`src/rtl/store_buffer.sv`:
```
// store_buffer: in-order committed-store FIFO draining to the dCache, with load lookup.
// Define STORE_BUFFER_FORWARD_EN to forward store data to loads; otherwise any match stalls the load.
module store_buffer #(
  parameter int ARCH_BITS   = 32,
  parameter int SB_ENTRIES  = 4,
  parameter int SB_IDX_BITS = 2
) (
  input  logic                 clk,
  input  logic                 rst,
  input  logic                 enq_valid,
  input  logic [ARCH_BITS-1:0] enq_addr,
  input  logic [ARCH_BITS-1:0] enq_data,
  input  logic                 enq_byte,
  output logic                 full,
  output logic                 empty,
  input  logic [ARCH_BITS-1:0] ld_addr,
  input  logic                 ld_byte,
  input  logic                 ld_valid,
  output logic                 ld_hit,
  output logic [ARCH_BITS-1:0] ld_data,
  output logic                 ld_conflict,
  input  logic                 dc_busy,
  output logic                 dc_wreq,
  output logic [ARCH_BITS-1:0] dc_addr,
  output logic [ARCH_BITS-1:0] dc_wdata,
  output logic                 dc_wbyte,
  input  logic                 dc_wack
);
  localparam int CW = SB_IDX_BITS + 1;
  typedef enum logic {IDLE, WRITE} state_t;
  state_t state_q, state_d;
  logic [SB_ENTRIES-1:0] valid_q, valid_d, wbyte_q, wbyte_d;
  logic [ARCH_BITS-1:0] addr_q [SB_ENTRIES];
  logic [ARCH_BITS-1:0] addr_d [SB_ENTRIES];
  logic [ARCH_BITS-1:0] data_q [SB_ENTRIES];
  logic [ARCH_BITS-1:0] data_d [SB_ENTRIES];
  logic [SB_IDX_BITS-1:0] head_q, head_d, tail_q, tail_d, nxt, sel, idx, ld_sel;
  logic [CW-1:0] count_q, count_d;
  logic dc_wreq_q, dc_wreq_d, dc_wbyte_q, dc_wbyte_d;
  logic [ARCH_BITS-1:0] dc_addr_q, dc_addr_d, dc_wdata_q, dc_wdata_d;
  logic push, pop, load, ld_match;
  assign full     = count_q == CW'(SB_ENTRIES);
  assign empty    = count_q == '0;
  assign push     = enq_valid && !full;
  assign pop      = state_q == WRITE && dc_wack;
  assign nxt      = head_q + SB_IDX_BITS'(1);
  // Start a drain from IDLE, or chain straight into the next entry after an ack.
  assign load     = !dc_busy && (state_q == IDLE ? !empty : pop && count_q > CW'(1));
  assign sel      = state_q == IDLE ? head_q : nxt;
  assign dc_wreq  = dc_wreq_q;
  assign dc_addr  = dc_addr_q;
  assign dc_wdata = dc_wdata_q;
  assign dc_wbyte = dc_wbyte_q;
  always_comb begin
    valid_d    = valid_q;
    wbyte_d    = wbyte_q;
    addr_d     = addr_q;
    data_d     = data_q;
    head_d     = pop ? nxt : head_q;
    tail_d     = push ? tail_q + SB_IDX_BITS'(1) : tail_q;
    count_d    = count_q + CW'(push) - CW'(pop);
    state_d    = load ? WRITE : pop ? IDLE : state_q;
    dc_wreq_d  = load ? 1'b1 : pop ? 1'b0 : dc_wreq_q;
    dc_addr_d  = load ? addr_q[sel] : dc_addr_q;
    dc_wdata_d = load ? data_q[sel] : dc_wdata_q;
    dc_wbyte_d = load ? wbyte_q[sel] : dc_wbyte_q;
    if (pop) valid_d[head_q] = 1'b0;
    if (push) begin
      valid_d[tail_q] = 1'b1;
      wbyte_d[tail_q] = enq_byte;
      addr_d[tail_q]  = enq_addr;
      data_d[tail_q]  = enq_data;
    end
  end
  always_ff @(posedge clk) begin
    if (rst) begin
      state_q    <= IDLE;
      valid_q    <= '0;
      head_q     <= '0;
      tail_q     <= '0;
      count_q    <= '0;
      dc_wreq_q  <= 1'b0;
      dc_addr_q  <= '0;
      dc_wdata_q <= '0;
      dc_wbyte_q <= 1'b0;
    end else begin
      state_q    <= state_d;
      valid_q    <= valid_d;
      head_q     <= head_d;
      tail_q     <= tail_d;
      count_q    <= count_d;
      dc_wreq_q  <= dc_wreq_d;
      dc_addr_q  <= dc_addr_d;
      dc_wdata_q <= dc_wdata_d;
      dc_wbyte_q <= dc_wbyte_d;
    end
  end
  always_ff @(posedge clk) begin
    wbyte_q <= wbyte_d;
    addr_q  <= addr_d;
    data_q  <= data_d;
  end
  // Walk oldest to youngest so the last match wins.
  always_comb begin
    ld_match = 1'b0;
    ld_sel   = '0;
    idx      = '0;
    for (int i = 0; i < SB_ENTRIES; i++) begin
      idx = head_q + SB_IDX_BITS'(i);
      if (valid_q[idx] && addr_q[idx][ARCH_BITS-1:2] == ld_addr[ARCH_BITS-1:2]) begin
        ld_match = 1'b1;
        ld_sel   = idx;
      end
    end
  end
`ifdef STORE_BUFFER_FORWARD_EN
  logic [ARCH_BITS-1:0] sel_data;
  logic [7:0] ld_b;
  logic fwd_ok;
  always_comb begin
    sel_data = data_q[ld_sel];
    ld_b     = wbyte_q[ld_sel] ? sel_data[7:0] : 8'(sel_data >> {ld_addr[1:0], 3'b000});
    fwd_ok   = !wbyte_q[ld_sel] || (ld_byte && addr_q[ld_sel][1:0] == ld_addr[1:0]);
  end
  assign ld_hit      = ld_valid && ld_match && fwd_ok;
  assign ld_conflict = ld_valid && ld_match && !fwd_ok;
  assign ld_data     = !ld_hit ? '0 : ld_byte ? {{(ARCH_BITS-8){1'b0}}, ld_b} : sel_data;
`else
  logic unused_ld;
  assign unused_ld   = ^{ld_byte, ld_addr[1:0], ld_sel};
  assign ld_hit      = 1'b0;
  assign ld_conflict = ld_valid && ld_match;
  assign ld_data     = '0;
`endif
endmodule

```
`config.mk`:
```
export PLATFORM = sky130hd
export DESIGN_NAME = store_buffer
export DESIGN_NICKNAME = d
export VERILOG_FILES = /design/src/rtl/store_buffer.sv
export SDC_FILE = /design/constraint.sdc
export NUM_CORES = 1
export LEC_CHECK = 0
export ABC_CLOCK_PERIOD_IN_PS = 7200
export CAP_MARGIN = 20
export CORE_ASPECT_RATIO = 1.25
export CORE_UTILIZATION = 43
export DETAILED_ROUTE_END_ITERATION = 10
export GPL_TIMING_DRIVEN = 0
export PLACE_DENSITY_LB_ADDON = 0.1
export SLEW_MARGIN = 20
export SYNTH_ARGS = -nofsm -noshare
export SYNTH_HDL_FRONTEND = slang
export SYNTH_SLANG_ARGS = --single-unit
export TNS_END_PERCENT = 100
```
`constraint.sdc`:
```
create_clock -name clk -period 7.2 [get_ports clk]
set_input_delay 1.08 -clock clk [delete_from_list [all_inputs] [get_ports clk]]
set_output_delay 1.08 -clock clk [all_outputs]
set_load 0.1 [all_outputs]
```
After elaboration in Yosys (flattened, before gate mapping)
Index checks and enable logic that the tools add are counted.

RAM bits: 0. Latch bits: 0. Flip-flop bits (word level): 337. Logic and storage cells: 117. Output and inout port bits: 102. Memories: 0. Bits in read-only memories: 0. Input bits: 104.

Shift-type cells: 0. Divide/modulo/power cells: 0. Eq/ne operators: 5. Multiply operators: 0. Bitwise gates (word level): 9. Order comparisons: 16. Reduce and logical (&&, ||, !) cells: 17. Add/sub/neg operators: 6. Multiplexer cells: 47.

Operators by type and width (count): $mux 32 (13); $bmux 32 s2 (6); $bwmux 128 (2); $eq 30x30->1 (4); $demux 32 s2 (1); $ge 3x3->1 const B (6); $lt 2x3->1 const B (6); $not 2->3 (6); $mux 1 (14); $logic_and 1x1->1 (12); $bmux 1 s2 (5); $mux 4 (2); $add 2x1->2 const B (2); $add 2x2->2 const B (2); $and 4x4->4 (1); $bwmux 4 (1); $demux 1 s2 (2); $ge 2x1->1 const B (2); $not 4->4 (1); $or 4x4->4 (1); $add 3x1->3 (1); $eq 3x3->1 const B (1); $gt 3x1->1 const B (1); $logic_not 1->1 (3); 5 further kinds (5).

Logic depth before layout (Yosys ltp)
Depth in word-level cells: 11. Gate-level depth with buffers: 15.

Worst setup path after synthesis
Ideal clock, no wire load.

Kind: reg-to-output. Start: reg head_q[1]. End: out ld_conflict. Data arrival time: 3.949 ns. Stages on the path, launching flop included: 14. Setup slack: 2.171 ns. Path through: dfxtp_1 clkbuf_1 buf_2 inv_2 buf_2 ha_1 buf_2 clkbuf_1 mux2i_1 xnor2_1 nand3_1 a2111oi_1 nand4_1 a41oi_2.

Word-level cells in the longest chain between the ends: 11. Elaborated cells between the ends (all ways): 40.

RTL lines: from (decl) (line 37) `logic [SB_IDX_BITS-1:0] head_q, head_d, tail_q, tail_d, nxt, sel, idx, ld_sel;`; from (signal assigned) (line 79) `head_q <= '0;`; from (signal assigned) (line 89) `head_q <= head_d;`; $add 2x1->2 *; via nxt[1] (line 37); $not 2->3 (implied by the code) (line 110) `if (valid_q[idx] && addr_q[idx][ARCH_BITS-1:2] == ld_addr[ARCH_BITS-1:2]) begin`; $bmux 32 s2 (line 110); $mux 32 (implied by the code) (2 in series) (line 110); $eq 30x30->1 (line 110); $logic_and 1x1->1 * (line 110); $mux 1 * (3 in series) (line 110); $logic_and 1x1->1 * (line 132) `assign ld_conflict = ld_valid && ld_match;`; to (decl) (line 21) `output logic ld_conflict,`.

The timed path passes the listed nets; every way through them passes the cells marked *. The select of a mux whose other input is x is not followed.

Worst setup path after layout
Ends and elaborated chain as after synthesis.

==> results_dict.tcl <==
set metrics [dict create \
    placed_cells 1888 \
    power_mw 7.028 \
    rows 80 \
    fin_setup_tns_ps 0 \
    die_h_um 222.7 \
    clock.fmax_ghz 0.1449 \
    hold_viol_final 0 \
    coreArea_um2 38240 \
    power_density_nw_per_um2 346.3 \
    clk_latency_ps 540 \
    die_w_um 178.5 \
    drc 0 \
    stdcell_count 1955 \
    htree_levels 2 \
    netlist_top_cells_count "edfxtp_1 (260), nand2_1 (151), mux4_2 (109)" \
    yosys.area.top_type "edfxtp_1" \
    antenna_cells 0 \
    relSlewSlack_pct 30.63 \
    final_cell_area_um2 20300 \
    vias 11140 \
    place_area_um2 19090 \
    setup-violations-final 0 \
    hold_class "flip-flop to flip-flop" \
    fillers 3284 \
    synth-seq-cells 337 \
    dr.pass1.iters 5 \
    critPathMaxFanout 11 \
    via_per_inst 5.696 \
    area_growth_pct 21.18 \
    grt_pass1_wl_um 77170 \
    min_period_over_period_pct 95.87 \
    multiInputGateArea_um2 6789 \
    tightestPinTransition_ps 1037 \
    worstSetupStartpoint "head_q[1]" \
    yosysMostFrequentCell "edfxtp_1" \
    clk_pin_slew_ps 60 \
    skew_ps 15.11 \
    r2r-start "head_q[1]" \
    track_usage_pct 27.36 \
    dpl.hpwl_um 39500 \
    numPortBuffers 148 \
    routedWlPerCell_um 27.23 \
    grt_pass1_vias 11610 \
    antenna_found_initial 1 \
    start_util_pct 43.81 \
    vdd_drop_max_v 0.0002836 \
    ys_warn_count 0 \
    status "complete, no violations" \
    avgSynthCellArea_um2 13.82 \
    syn-cell-area_um2 16750 \
    hold_path.startpoint "dc_addr[13]" \
    startpoint_type "flip-flop" \
    pin_count 206 \
    cap_violations 0 \
    rsz0062_at_grt "false" \
    clockBufferDepth 3 \
    drtIter0Drc 706 \
    ys_types 58 \
    drive_above_1_share_pct 17.91 \
    nets 1552 \
    antenna_left 0 \
    cts_tree "built" \
    path_class "flip-flop to output port" \
    cts-root-buf "clkbuf_16" \
    end_kind "output port" \
    grt_max_degree 44 \
    min_period_ps 6902 \
    synth_edf_count 260 \
    netlist_top_cells_area "edfxtp_1 (47%), mux4_2 (15%), dfxtp_1 (9.2%), mux2i_1 (5.7%), xnor2_1 (3.7%)" \
    overflow 0 \
    async_reset_ff_share_pct 0 \
    worstPathRequired_ps 6120 \
    die-area_um2 39750 \
    numCtsBuffers 37 \
    ys_seq_area_share_pct 55.82 \
    maxSlewViolCount 0 \
    yosys.area.top_type_share_pct 46.61 \
    wirelength_um 53240 \
    power.leakage_nw 6.712 \
    synth_flop_cell "edfxtp_1" \
    cts_sinks 337 \
    seqCellArea_um2 9349 \
    gp_congestion 0.9890 \
    arrival_ps 5820 \
    dp_slack_ps 88.03 \
    fin_ws_ps 297.7 \
    netlist_instances 1212 \
]
## cell families after synthesis
| kind of cell | Yosys count | synth area share, % |
|---|---|---|
| flip-flops | 337 | 55.82 |
| AND/OR/NAND/NOR | 248 | 6.372 |
| multiplexers | 215 | 21.07 |
| AO/OA/AOI/OAI | 162 | 6.051 |
| buffers and inverters | 136 | 4.430 |
| XOR/XNOR | 100 | 5.229 |
| adder cells (fa/ha/maj) | 13 | 1.016 |
| other | 1 | 0.02239 |
## layer usage
metal | global-route usage, % | routed length [um]
met3 | 4.689 | 2607
met5 | 0 | 11
met1 | 31.32 | 20080
met4 | 10.63 | 2050
met2 | 49.96 | 28490
## critical path, cell delays in order (launching register included)
cell,delay [ps]
dfxtp_1,360
clkbuf_1,320
buf_2,460
inv_2,230
buf_2,290
ha_1,310
buf_2,270
buf_2,460
mux4_2,380
xnor2_1,430
nand4_1,150
a2111oi_1,650
nand4_1,220
a41oi_2,250
clkbuf_2,480
## area by class of cell
| cell class | count | share of cell area, % |
|---|---|---|
| multi-input cells | 771 | 33.45 |
| inverters | 14 | 0.2589 |
| plain buffers | 122 | 3.403 |
| well taps | 492 | 3.033 |
| clock buffers | 47 | 4.796 |
| repair buffers | 152 | 7.817 |
| clock inverters | 20 | 1.184 |
| flip-flops and latches | 337 | 46.06 |
## cell usage in the layout (no fill, tap or decap), types with 12 or more instances in the layout
cell type	instances
buf_2	26
dfxtp_1	77
clkbuf_1	46
buf_1	13
mux4_2	109
conb_1	33
xnor2_1	70
ha_1	12
mux2i_1	96
inv_1	13
clkbuf_16	37
clkdlybuf4s50_1	147
nor2_1	38
buf_4	38
xor2_1	30
a21oi_1	91
nand4_1	16
edfxtp_1	260
nand2_1	151
## power breakdown
group          internal [mW]  leakage (nW)  switching (mW)  total, mW
Sequential              2.37          3.01           0.132       2.50
Combinational          0.844          3.12            1.77       2.62
Clock                   1.14         0.585           0.771       1.91
Total                   4.35          6.71            2.68       7.03
## worst paths after layout
| check | to | slack (ps) | depth (start not counted) |
|---|---|---|---|
| worst max-delay path | ld_conflict | 300 | 14 |
| worst min-delay path | dc_addr[13] | 450 | 2 |
| worst max register to register | dc_addr[26] | 2450 | 13 |
| worst min register to register | dc_addr[13] | 450 | 2 |
## registers in the layout (all words and copies together), names as in the netlist
signal    cells
dc_addr      32
valid_q       4
dc_wdata     32
dc_wbyte      1
tail_q        2
wbyte_q       4
addr_q      128
head_q        2
count_q       3
dc_wreq       1
data_q      128
## metrics by stage
| stage | util, % | hold WS, ps |
|---|---|---|
| after global routing | 53.08 | 475.0 |
| after floorplan | - | 468.1 |
| after CTS | 53.09 | 454.0 |
| final | 53.08 | 451.9 |
| after global placement | 49.60 | 442.5 |
| after detailed placement | 49.92 | 445.5 |
## timing repair
item                       4_1_cts  5_1_grt
buffers inserted                 0        0
hold buffers                     0        0
gates resized for setup          2        2
gates cloned                     0        0
setup endpoints to repair        1        1
No activity file was read; power rests on OpenSTA's default activity.
